**src/rtl/vga_pkg.sv**
```systemverilog
// Shared VGA definitions: maximum interval widths and the supported resolution list.
package vga_pkg;

    localparam int VGA_MAX_H_WIDTH = 11;
    localparam int VGA_MAX_V_WIDTH = 10;

    typedef enum logic [1:0] {
        VGA_RES_640_480  = 2'd0,
        VGA_RES_800_600  = 2'd1,
        VGA_RES_1024_768 = 2'd2
    } vga_resolution_e;

    localparam int VGA_RES_NUM = 3;

    // Width needed to sum four W-bit intervals without wrapping.
    function automatic int vga_sum_width(input int w);
        return w + 2;
    endfunction

endpackage

```
**src/rtl/vga_timing_io_if.sv**
```systemverilog
// One timing axis worth of signals: four intervals plus load strobe in, registered
// intervals and derived boundaries out.
interface vga_timing_io_if
    import vga_pkg::*;
#(
    parameter int W = VGA_MAX_H_WIDTH
);
    logic         load;
    logic [W-1:0] d;
    logic [W-1:0] f;
    logic [W-1:0] r;
    logic [W-1:0] b;

    logic [W-1:0] d_q;
    logic [W-1:0] f_q;
    logic [W-1:0] r_q;
    logic [W-1:0] b_q;
    logic [W-1:0] total;
    logic [W-1:0] sync_start;
    logic [W-1:0] sync_end;

    // The side supplying a timing set.
    modport master (
        output load, d, f, r, b,
        input  d_q, f_q, r_q, b_q, total, sync_start, sync_end
    );

    // The side holding the set and producing derived values.
    modport slave (
        input  load, d, f, r, b,
        output d_q, f_q, r_q, b_q, total, sync_start, sync_end
    );
endinterface

```
**src/rtl/vga_timing_axis.sv**
```systemverilog
// One axis (H or V): field registers, boundary adders, derived registers and the
// per-axis illegal flag.
module vga_timing_axis
    import vga_pkg::*;
#(
    parameter int W = VGA_MAX_H_WIDTH
) (
    input  logic             clk_i,
    input  logic             arstn_i,
    vga_timing_io_if.slave   bus,
    output logic             ill_o
);

    localparam int SW = vga_sum_width(W);

    logic [W-1:0]  d_q, f_q, r_q, b_q;
    logic [W-1:0]  total_q, sync_start_q, sync_end_q;
    logic [SW-1:0] sync_start_d, sync_end_d, total_d;

    // Capture the four intervals on the load strobe, hold otherwise.
    always_ff @(posedge clk_i or negedge arstn_i) begin
        if (!arstn_i) begin
            d_q <= '0;
            f_q <= '0;
            r_q <= '0;
            b_q <= '0;
        end else if (bus.load) begin
            d_q <= bus.d;
            f_q <= bus.f;
            r_q <= bus.r;
            b_q <= bus.b;
        end
    end

    // Boundary sums at full width so overflow is visible.
    always_comb begin
        sync_start_d = {2'b00, d_q} + {2'b00, f_q};
        sync_end_d   = sync_start_d + {2'b00, r_q};
        total_d      = sync_end_d + {2'b00, b_q};
    end

    // Derived registers follow the field registers one cycle later.
    always_ff @(posedge clk_i or negedge arstn_i) begin
        if (!arstn_i) begin
            total_q      <= '0;
            sync_start_q <= '0;
            sync_end_q   <= '0;
        end else begin
            total_q      <= total_d[W-1:0];
            sync_start_q <= sync_start_d[W-1:0];
            sync_end_q   <= sync_end_d[W-1:0];
        end
    end

    // Sync boundaries never exceed the total, so folding their carry bits in
    // does not change the result; only the total overflow really matters.
    assign ill_o = (d_q == '0) || (r_q == '0) ||
                   (|{total_d[SW-1:W], sync_end_d[SW-1:W], sync_start_d[SW-1:W]});

    assign bus.d_q        = d_q;
    assign bus.f_q        = f_q;
    assign bus.r_q        = r_q;
    assign bus.b_q        = b_q;
    assign bus.total      = total_q;
    assign bus.sync_start = sync_start_q;
    assign bus.sync_end   = sync_end_q;

endmodule

```
**src/rtl/vga_timing_io.sv**
```systemverilog
// Registered VGA timing set: captures H/V intervals, derives totals and sync
// boundaries, and flags the set valid or illegal two cycles after a load.
module vga_timing_io
    import vga_pkg::*;
#(
    parameter int H_W = VGA_MAX_H_WIDTH,
    parameter int V_W = VGA_MAX_V_WIDTH
) (
    input  logic           clk_i,
    input  logic           arstn_i,
    input  logic           load_i,
    input  logic [H_W-1:0] hd_i,
    input  logic [H_W-1:0] hf_i,
    input  logic [H_W-1:0] hr_i,
    input  logic [H_W-1:0] hb_i,
    input  logic [V_W-1:0] vd_i,
    input  logic [V_W-1:0] vf_i,
    input  logic [V_W-1:0] vr_i,
    input  logic [V_W-1:0] vb_i,
    output logic [H_W-1:0] hd_o,
    output logic [H_W-1:0] hf_o,
    output logic [H_W-1:0] hr_o,
    output logic [H_W-1:0] hb_o,
    output logic [V_W-1:0] vd_o,
    output logic [V_W-1:0] vf_o,
    output logic [V_W-1:0] vr_o,
    output logic [V_W-1:0] vb_o,
    output logic [H_W-1:0] h_total_o,
    output logic [H_W-1:0] h_sync_start_o,
    output logic [H_W-1:0] h_sync_end_o,
    output logic [V_W-1:0] v_total_o,
    output logic [V_W-1:0] v_sync_start_o,
    output logic [V_W-1:0] v_sync_end_o,
    output logic           valid_o,
    output logic           err_o
);

    vga_timing_io_if #(.W(H_W)) h_bus ();
    vga_timing_io_if #(.W(V_W)) v_bus ();

    logic h_ill, v_ill, ill;
    logic pend_q, pend_d;
    logic valid_q, valid_d;
    logic err_q, err_d;

    assign h_bus.load = load_i;
    assign h_bus.d    = hd_i;
    assign h_bus.f    = hf_i;
    assign h_bus.r    = hr_i;
    assign h_bus.b    = hb_i;
    assign v_bus.load = load_i;
    assign v_bus.d    = vd_i;
    assign v_bus.f    = vf_i;
    assign v_bus.r    = vr_i;
    assign v_bus.b    = vb_i;

    vga_timing_axis #(.W(H_W)) u_h_axis (
        .clk_i   (clk_i),
        .arstn_i (arstn_i),
        .bus     (h_bus.slave),
        .ill_o   (h_ill)
    );

    vga_timing_axis #(.W(V_W)) u_v_axis (
        .clk_i   (clk_i),
        .arstn_i (arstn_i),
        .bus     (v_bus.slave),
        .ill_o   (v_ill)
    );

    assign ill = h_ill | v_ill;

    // A load arms the pending bit and clears the result; the cycle after the
    // last load the field registers are settled and the flags are resolved.
    always_comb begin
        pend_d  = load_i;
        valid_d = valid_q;
        err_d   = err_q;
        if (load_i) begin
            valid_d = 1'b0;
            err_d   = 1'b0;
        end else if (pend_q) begin
            valid_d = ~ill;
            err_d   = ill;
        end
    end

    // Result pipeline registers; reset drops any pending result.
    always_ff @(posedge clk_i or negedge arstn_i) begin
        if (!arstn_i) begin
            pend_q  <= 1'b0;
            valid_q <= 1'b0;
            err_q   <= 1'b0;
        end else begin
            pend_q  <= pend_d;
            valid_q <= valid_d;
            err_q   <= err_d;
        end
    end

    assign hd_o           = h_bus.d_q;
    assign hf_o           = h_bus.f_q;
    assign hr_o           = h_bus.r_q;
    assign hb_o           = h_bus.b_q;
    assign vd_o           = v_bus.d_q;
    assign vf_o           = v_bus.f_q;
    assign vr_o           = v_bus.r_q;
    assign vb_o           = v_bus.b_q;
    assign h_total_o      = h_bus.total;
    assign h_sync_start_o = h_bus.sync_start;
    assign h_sync_end_o   = h_bus.sync_end;
    assign v_total_o      = v_bus.total;
    assign v_sync_start_o = v_bus.sync_start;
    assign v_sync_end_o   = v_bus.sync_end;
    assign valid_o        = valid_q;
    assign err_o          = err_q;

endmodule

```
**config.mk**
```make
export PLATFORM = sky130hd
export DESIGN_NAME = vga_timing_io
export DESIGN_NICKNAME = d
export VERILOG_FILES = /design/src/rtl/vga_pkg.sv /design/src/rtl/vga_timing_io_if.sv /design/src/rtl/vga_timing_axis.sv /design/src/rtl/vga_timing_io.sv
export SDC_FILE = /design/constraint.sdc
export NUM_CORES = 1
export LEC_CHECK = 0
export ABC_AREA = 1
export CAP_MARGIN = 20
export CORE_MARGIN = 3
export CORE_UTILIZATION = 43
export CTS_CLUSTER_DIAMETER = 50
export CTS_CLUSTER_SIZE = 25
export DETAILED_ROUTE_END_ITERATION = 16
export HOLD_SLACK_MARGIN = 0.15
export PLACE_DENSITY = 0.78
export SKIP_LAST_GASP = 1
export SYNTH_ARGS = -nofsm -noshare
export SYNTH_HDL_FRONTEND = slang
export SYNTH_HIERARCHICAL = 1
export SYNTH_SLANG_ARGS = --single-unit
```
**constraint.sdc**
```tcl
create_clock -name clk_i -period 3.3 [get_ports clk_i]
set_input_delay 0.825 -clock clk_i [delete_from_list [all_inputs] [get_ports clk_i]]
set_output_delay 0.825 -clock clk_i [all_outputs]
set_load 0.005 [all_outputs]
```
==> flow_summary_export.csv, run 1 <==
group,metric,value,unit
sta,slew_headroom,0.675,
placement,place_congestion,0.863,
clocking,cts_hold_buffers,0,
placement,port_buffers,235,
power_and_ir_drop,combPwrFrac,0.643,
detailed_routing,drc,0,
critical_path,cp.depth,24,
clocking,cts_max_level,4,
critical_path,cp_common_cell,"nand2_1",
final_layout,syn_to_final_growth,73.9,%
sta,drv_slew,0,
global_routing,grt_overflow,0,
sta,setup_viol,8,
clocking,clock_sinks,150,
yosys,synth_area,0.00805,mm^2
power_and_ir_drop,power-per-cell-area,897,mW/mm^2
yosys,netlist_instances,826,
die,die_h,143,um
critical_path,slowest_stage,"fa_2",
detailed_routing,initialDrtViolationCount,422,
placement,pre_cts_ws,-497,ps
die,die_width,143,um
global_routing,grt_max_degree,62,
critical_path,slowest_delay,430,ps
sta,post-route-min-period,3910,ps
critical_path,crit_chain,"ha_2 > fa_2 > buf_6 > a21oi_4 > xnor2_2 > ha_4 > nand2_2 > nor2_1 > nor2_1 > nand2_2 > a41oi_2 > ha_4 > nand2_1 > nand2_1 > nor2_1 > nand2_1 > nor2_1 > nand2_1 > nor2_2 > nand3_2 > inv_2 > nand2_1 > nand2_1 > nand2_1",
power_and_ir_drop,switchingPower,0.00478,W
yosys,synth-edff-count,0,
final_layout,fin_nets,1419,
yosys,synth_top_area_share,0.466,
sta,timing.hold.ws,306,ps
power_and_ir_drop,pwr-share-clk,0.153,
global_routing,grt_pass1_wl,38.8,mm
critical_path,reg2reg_from,"u_h_axis/bus.f_q[0]$_DFFE_PN0P_",
sta,fin_ws,-608,ps
yosys,async_reset_ff_frac,1.00,
critical_path,critical-path-top-delay-family,"simple AND/OR/NAND/NOR gates",
final_layout,final_area,0.0140,mm^2
power_and_ir_drop,p_leak,6.40,nW
yosys,synthDistinctLibCells,36,
flow_run,maxCapViolations,0,
critical_path,regToRegEndpoint,"err_o$_DFFE_PN0P_",
critical_path,crit_fanout,3,
critical_path,arrival,4210,ps
placement,hpwl,17.2,mm
critical_path,end_kind,"flop",
power_and_ir_drop,switching_share,0.381,
worst_hold_path,holdCritPathClass,"in -> async",
yosys,synth.yosys.seq_area_share,0.466,
power_and_ir_drop,pwr-share-seq,0.204,
detailed_routing,dr.pass1.iters,8,
critical_path,critPathBufInv,2,
final_layout,post-route-util,0.772,
yosys,ys_warn_count,6,
global_routing,antenna_found_initial,1,
die,coreArea,0.0181,mm^2
sta,tightest_slew,487,ps
die,rows,49,
clocking,clockBufferDepth,2,
clocking,cts_tree,"done",
critical_path,cp_data_required_time,3600,ps
clocking,clock_latency,430,ps
die,dieArea,0.0204,mm^2
sta,clock_skew,23.2,ps
clocking,root_buffer,"clkbuf_16",
outcome,status,"finished with violations",
global_routing,grt_pass1_vias,7886,
clocking,clk_pin_slew,60,ps
die,initial_utilization,0.444,
global_routing,grt_util_all_layers,0.240,
sta,clock.fmax,0.256,GHz
die,design.portCount,236,
yosys,syn_area_per_cell,9.75,um^2
critical_path,rrSetupSlack,-610,ps
detailed_routing,drt-total-wl,27.1,mm
power_and_ir_drop,internal-power,0.00778,W
sta,hold_viol_final,0,
yosys,ys_top_cells_by_area,"dfrtp_1 (47%), ha_1 (10%), mux2_2 (8.4%), nand2_1 (8.1%), inv_1 (4.3%)",
detailed_routing,num_vias,7672,
sta,period_share,1.18,
final_layout,fillerInstances,1123,
power_and_ir_drop,vdd_drop_max,0.416,mV
critical_path,setup.worst_path.start,"u_h_axis/bus.f_q[0]$_DFFE_PN0P_",
yosys,synth_top_area_cell,"dfrtp_1",
detailed_routing,routed_via_density,5.11,
critical_path,worst-r2r-cell-count,24,
yosys,synth_seq_cells,150,
critical_path,cp-endpoint,"err_o$_DFFE_PN0P_",
clocking,cts_buffers,17,
placement,place_area,0.0118,mm^2
critical_path,startpoint_type,"flop",
final_layout,drive_above_1_share,0.379,
sta,fin_setup_tns,-2270,ps
sta,rsz0062_at_grt,"true",
detailed_routing,ant_nets,0,
critical_path,crit_type,"reg -> reg",
yosys,synth_top_flop_cell,"dfrtp_1",
outcome,violations,"setup timing",
detailed_routing,wl_per_cell,18.0,um
yosys,syn-num-nets,986,
==> layout by cell type (no fill, tap or decap), drive strengths merged, types with 6 or more instances in the layout <==
cell           synthesis  layout
a21o                   7       7
a21oi                 40      40
buf                    9     193
clkbuf                 3      22
clkdlybuf4s50          0     233
dfrtp                150     150
fa                     6       6
ha                    67      67
inv                   94      94
mux2                  60      60
nand2                184     184
nand3                 37      37
nand4                  9       9
nor2                  58      58
o21ai                 34      34
xnor2                 15      15
xor2                  31      31
==> per-stage QoR <==
stage | power [W] | instances
floorplan | 0.00542 | 826
global placement | 0.00815 | 1422
detailed placement | 0.00831 | 1422
CTS | 0.0112 | 1488
global route | 0.0133 | 1500
finish | 0.0126 | 1500
==> cell usage after synthesis, types with 2 or more instances <==
cell type / count
nand2_2: 10
clkbuf_1: 3
nand3_1: 31
nand3_2: 6
nor2_1: 54
inv_1: 92
ha_1: 67
a21oi_2: 5
a21boi_0: 3
a31oi_1: 5
mux2_2: 60
nor3_1: 3
a21oi_1: 35
nor2_2: 3
xor2_1: 30
a21o_1: 7
buf_2: 9
o21ai_2: 3
nand2_1: 173
inv_2: 2
o21ai_0: 28
nor3_2: 2
nand4_1: 9
o21bai_1: 4
xnor2_1: 15
fa_1: 6
dfrtp_1: 150
o21ai_1: 3
==> area by class of cell <==
class                      count  area, um^2  share of cell area
inverter                      94         358              0.0256
tap                          229         287              0.0205
timing repair buffer         426        3850               0.275
antenna                        1        2.50            0.000179
clock inverter                 8         100             0.00715
sequential                   150        3760               0.268
clock buffer                  22         474              0.0339
multi-input combinational    570        5170               0.369
==> sequential cells by signal, summed over array words and instances, names as in the netlist, 11 cells and up <==
| name | cells |
|---|---|
| u_h_axis/bus.d_q | 11 |
| u_h_axis/bus.sync_start | 11 |
| u_h_axis/bus.b_q | 11 |
| u_h_axis/bus.sync_end | 11 |
| u_h_axis/bus.r_q | 11 |
| u_h_axis/bus.f_q | 11 |
| u_h_axis/bus.total | 11 |
==> power groups by stage <==
stage / logic (W) / registers (W) / clock network, W
floorplan: 0.00281 / 0.00261 / 0
global placement: 0.00559 / 0.00256 / 0
detailed placement: 0.00573 / 0.00258 / 0
CTS: 0.00671 / 0.00256 / 0.00194
global route: 0.00863 / 0.00261 / 0.00203
finish: 0.00807 / 0.00257 / 0.00192
==> logic make-up after synthesis <==
kind of cell / count (synthesis) / synth area share
xor+xnor: 46 / 0.0510
mux: 60 / 0.0839
simple gates: 293 / 0.157
fa+ha+maj: 73 / 0.119
compound gates: 98 / 0.0721
flops: 150 / 0.466
buf+inv: 106 / 0.0508
==> worst reg2reg max path, delay by kind of cell, from the launching register on <==
kind / cells / cell delay [ps]
flip-flops: 1 / 390
AND/OR/NAND/NOR: 15 / 1480
adder cells (fa/ha/maj): 4 / 1150
XOR/XNOR: 1 / 160
AO/OA/AOI/OAI: 2 / 410
buffers and inverters: 2 / 210
==> repair_timing <==
action,in CTS,in global routing
resized for setup,90,125
setup endpoints to repair,13,14
buffers inserted,36,12
pin swaps,66,80
==> how the worst min path moves through the flow <==
stage | startpoint | end | slack (ps) | depth (start not counted)
final | arstn_i | u_v_axis/bus.d_q[2]$_DFFE_PN0P_ | 310 | 1
after global routing | arstn_i | u_v_axis/bus.f_q[2]$_DFFE_PN0P_ | 350 | 1
after CTS | arstn_i | u_v_axis/bus.d_q[2]$_DFFE_PN0P_ | 330 | 1
after detailed placement | valid_o$_DFFE_PN0P_ | valid_o$_DFFE_PN0P_ | 480 | 2
after global placement | valid_o$_DFFE_PN0P_ | valid_o$_DFFE_PN0P_ | 470 | 2
after floorplan | err_o$_DFFE_PN0P_ | err_o$_DFFE_PN0P_ | 470 | 2
==> per-layer routing <==
metal / track usage / share of wire / vias to the layer above
li1: - / - / 3588
met1: 0.291 / 0.39 / 3662
met2: 0.420 / 0.52 / 320
met3: 0.0422 / 0.052 / 102
met4: 0.104 / 0.043 / 0
met5: 0 / 0 / -
Note: power is estimated with default switching activity, not from simulation.
==> run 2, diff against run 1 <==
- ABC_AREA: 1 -> 0
==> flow_summary_export.csv, run 2 <==
group,metric,value,unit
outcome,status,"finished with violations",
outcome,violations,"setup timing",
critical_path,slowest_delay,410,ps
power_and_ir_drop,p_leak,5.90,nW
detailed_routing,dr.pass1.iters,4,
critical_path,crit_fanout,7,
power_and_ir_drop,switchingPower,0.00411,W
yosys,synthDistinctLibCells,58,
sta,period_share,1.39,
yosys,synth_seq_cells,150,
power_and_ir_drop,finalPower,0.0119,W
sta,hold_viol_final,0,
yosys,netlist_instances,629,
sta,post-route-min-period,4590,ps
yosys,synth.most_common_cell,"dfrtp_1",
power_and_ir_drop,vdd_drop_max,0.502,mV
critical_path,cp_data_required_time,3610,ps
yosys,synth_area,0.00767,mm^2
sta,timing.hold.ws,407,ps
clocking,cts_buffers,17,
flow_run,maxCapViolations,0,
critical_path,regToRegEndpoint,"err_o$_DFFE_PN0P_",
critical_path,end_kind,"flop",
global_routing,grt_util_all_layers,0.242,
placement,place_congestion,0.828,
placement,pre_cts_ws,-1380,ps
detailed_routing,ant_nets,0,
sta,clock.fmax,0.218,GHz
detailed_routing,num_vias,6890,
yosys,synth-xor-area-share,0.0468,
yosys,synth_commonest_cells,"dfrtp_1 (150), mux2_2 (82), ha_1 (67)",
critical_path,reg2reg_from,"u_h_axis/bus.f_q[0]$_DFFE_PN0P_",
critical_path,arrival,4900,ps
clocking,clk_pin_slew,60,ps
detailed_routing,wl_per_cell,18.3,um
sta,fin_ws,-1290,ps
final_layout,fin_nets,1244,
worst_hold_path,holdCritPathClass,"in -> async",
critical_path,slowest_stage,"or3b_4",
die,die_width,140,um
die,rows,48,
detailed_routing,drt-total-wl,24.2,mm
sta,drv_slew,0,
final_layout,n_antenna_cell,0,
global_routing,grt_pass1_vias,7336,
yosys,syn-num-nets,789,
global_routing,antenna_found_initial,1,
power_and_ir_drop,pwr-share-seq,0.213,
final_layout,syn_to_final_growth,74.3,%
yosys,async_reset_ff_frac,1.00,
power_and_ir_drop,combPwrFrac,0.603,
critical_path,startpoint_type,"flop",
die,design.portCount,236,
global_routing,grt_overflow,0,
detailed_routing,initialDrtViolationCount,277,
power_and_ir_drop,power-per-cell-area,894,mW/mm^2
sta,setup_viol,13,
yosys,synth_top_area_cell,"dfrtp_1",
yosys,synth-edff-count,0,
detailed_routing,drc,0,
yosys,synth-simple-area-share,0.0715,
clocking,clockBufferDepth,2,
yosys,synth_top_family_by_area,"compound AO/OA/AOI/OAI gates",
final_layout,mostFrequentLayoutCells,"clkdlybuf4s50_1 (233), buf_4 (200), dfrtp_1 (149)",
clocking,cts_max_level,4,
yosys,synth_top_flop_cell,"dfrtp_1",
final_layout,layout_commonest_cell,"clkdlybuf4s50_1",
die,initial_utilization,0.442,
power_and_ir_drop,switching_share,0.344,
yosys,synth_top_area_share,0.489,
critical_path,critPathBufInv,0,
yosys,synth.yosys.seq_area_share,0.489,
yosys,synth_fa_ha_area_frac,0.125,
clocking,root_buffer,"clkbuf_16",
critical_path,critical-path-top-delay-family,"compound AO/OA/AOI/OAI gates",
sta,clock_skew,11.1,ps
die,die_h,140,um
critical_path,crit_type,"reg -> reg",
die,dieArea,0.0195,mm^2
clocking,clock_sinks,150,
clocking,clock_latency,420,ps
global_routing,grt_pass1_wl,37.8,mm
yosys,syn_area_per_cell,12.2,um^2
sta,tightest_slew,678,ps
yosys,ys_warn_count,6,
clocking,cts_tree,"done",
power_and_ir_drop,internal-power,0.00784,W
detailed_routing,routed_via_density,5.22,
placement,hpwl,17.1,mm
yosys,ys_top_cells_by_area,"dfrtp_1 (49%), mux2_2 (12%), ha_1 (11%), xnor2_1 (2.9%), a21oi_1 (2.3%)",
global_routing,grt_max_degree,70,
yosys,synth_compound_area_frac,0.129,
sta,slew_headroom,0.548,
critical_path,rrSetupSlack,-1290,ps
critical_path,crit_chain,"ha_2 > fa_2 > a21o_1 > a211o_1 > nand2_2 > a21oi_4 > o311ai_4 > ha_4 > nor4b_4 > a2111oi_4 > o211ai_1 > ha_1 > and3_1 > nand4_1 > a211oi_2 > o221ai_2 > or3b_4 > o211a_1",
yosys,synthMuxAreaShare,0.120,
critical_path,worst-r2r-cell-count,18,
power_and_ir_drop,pwr-share-clk,0.184,
die,coreArea,0.0174,mm^2
final_layout,post-route-util,0.770,
placement,port_buffers,235,
final_layout,drive_above_1_share,0.395,
sta,fin_setup_tns,-6820,ps
sta,rsz0062_at_grt,"true",
-- run 2: power by group through the flow --
| stage | clock (W) | combinational (W) | sequential (W) |
|---|---|---|---|
| global placement | 0 | 0.00567 | 0.00255 |
| floorplan | 0 | 0.00274 | 0.00262 |
| CTS | 0.00223 | 0.00642 | 0.00254 |
| finish | 0.00220 | 0.00720 | 0.00255 |
| detailed placement | 0 | 0.00582 | 0.00257 |
| global route | 0.00230 | 0.00774 | 0.00260 |
-- run 2: worst max path at each step --
stage                                    startpoint           endpoint  slack, ps  cells past startpoint
floorplan           u_h_axis/bus.d_q[0]$_DFFE_PN0P_  err_o$_DFFE_PN0P_      -1080                     19
CTS                 u_h_axis/bus.f_q[0]$_DFFE_PN0P_  err_o$_DFFE_PN0P_      -1230                     18
global route        u_v_axis/bus.d_q[0]$_DFFE_PN0P_  err_o$_DFFE_PN0P_      -1460                     21
detailed placement  u_h_axis/bus.f_q[0]$_DFFE_PN0P_  err_o$_DFFE_PN0P_      -1380                     18
finish              u_h_axis/bus.f_q[0]$_DFFE_PN0P_  err_o$_DFFE_PN0P_      -1290                     18
global placement    u_h_axis/bus.f_q[0]$_DFFE_PN0P_  err_o$_DFFE_PN0P_      -1280                     18
-- run 2: cells by family after synthesis --
kind of cell	Yosys count
flip-flops	150
XOR/XNOR	41
AO/OA/AOI/OAI	145
adder cells (fa/ha/maj)	73
AND/OR/NAND/NOR	104
buffers and inverters	34
multiplexers	82
-- run 2: timing repair --
item	in CTS	in global routing
setup endpoints to repair	12	15
buffers inserted	17	16
cloned	0	0
pin swaps	39	43
hold buffers	0	0
gates resized for setup	61	64
-- run 2: per-stage QoR --
step | area, um^2 | cells
final | 13400 | 1320
after global routing | 13400 | 1320
after CTS | 12900 | 1307
after detailed placement | 11700 | 1262
after global placement | 11700 | 1262
after floorplan | 7720 | 629
-- run 2: routing by layer --
metal	global-route usage	wire, um
met1	0.296	9750
met2	0.423	12700
met3	0.0505	1050
met4	0.0887	702
met5	0	13
-- run 2: cell type report --
type | count | area (um^2)
Clock buffer | 18 | 439
Clock inverter | 12 | 226
Fill cell | 1044 | 3990
Inverter | 20 | 75.1
Multi-Input combinational cell | 445 | 4550
Sequential cell | 150 | 3750
Tap cell | 225 | 282
Timing Repair Buffer | 450 | 4040
-- run 2: worst register-to-register path: stages, from the launching register on --
cell and delay, ps:
dfrtp_1 400, ha_2 220, fa_2 360, a21o_1 180, a211o_1 300, nand2_2 110, a21oi_4 90, o311ai_4 310
ha_4 290, nor4b_4 140, a2111oi_4 290, o211ai_1 180, ha_1 350, and3_1 160, nand4_1 140, a211oi_2 310
o221ai_2 130, or3b_4 410, o211a_1 120
==> run 3, diff against run 2 <==
- CAP_MARGIN: 20 -> not set
==> results of run 3 <==
No change in the layout: final DEF, timing and power equal those of run 2.
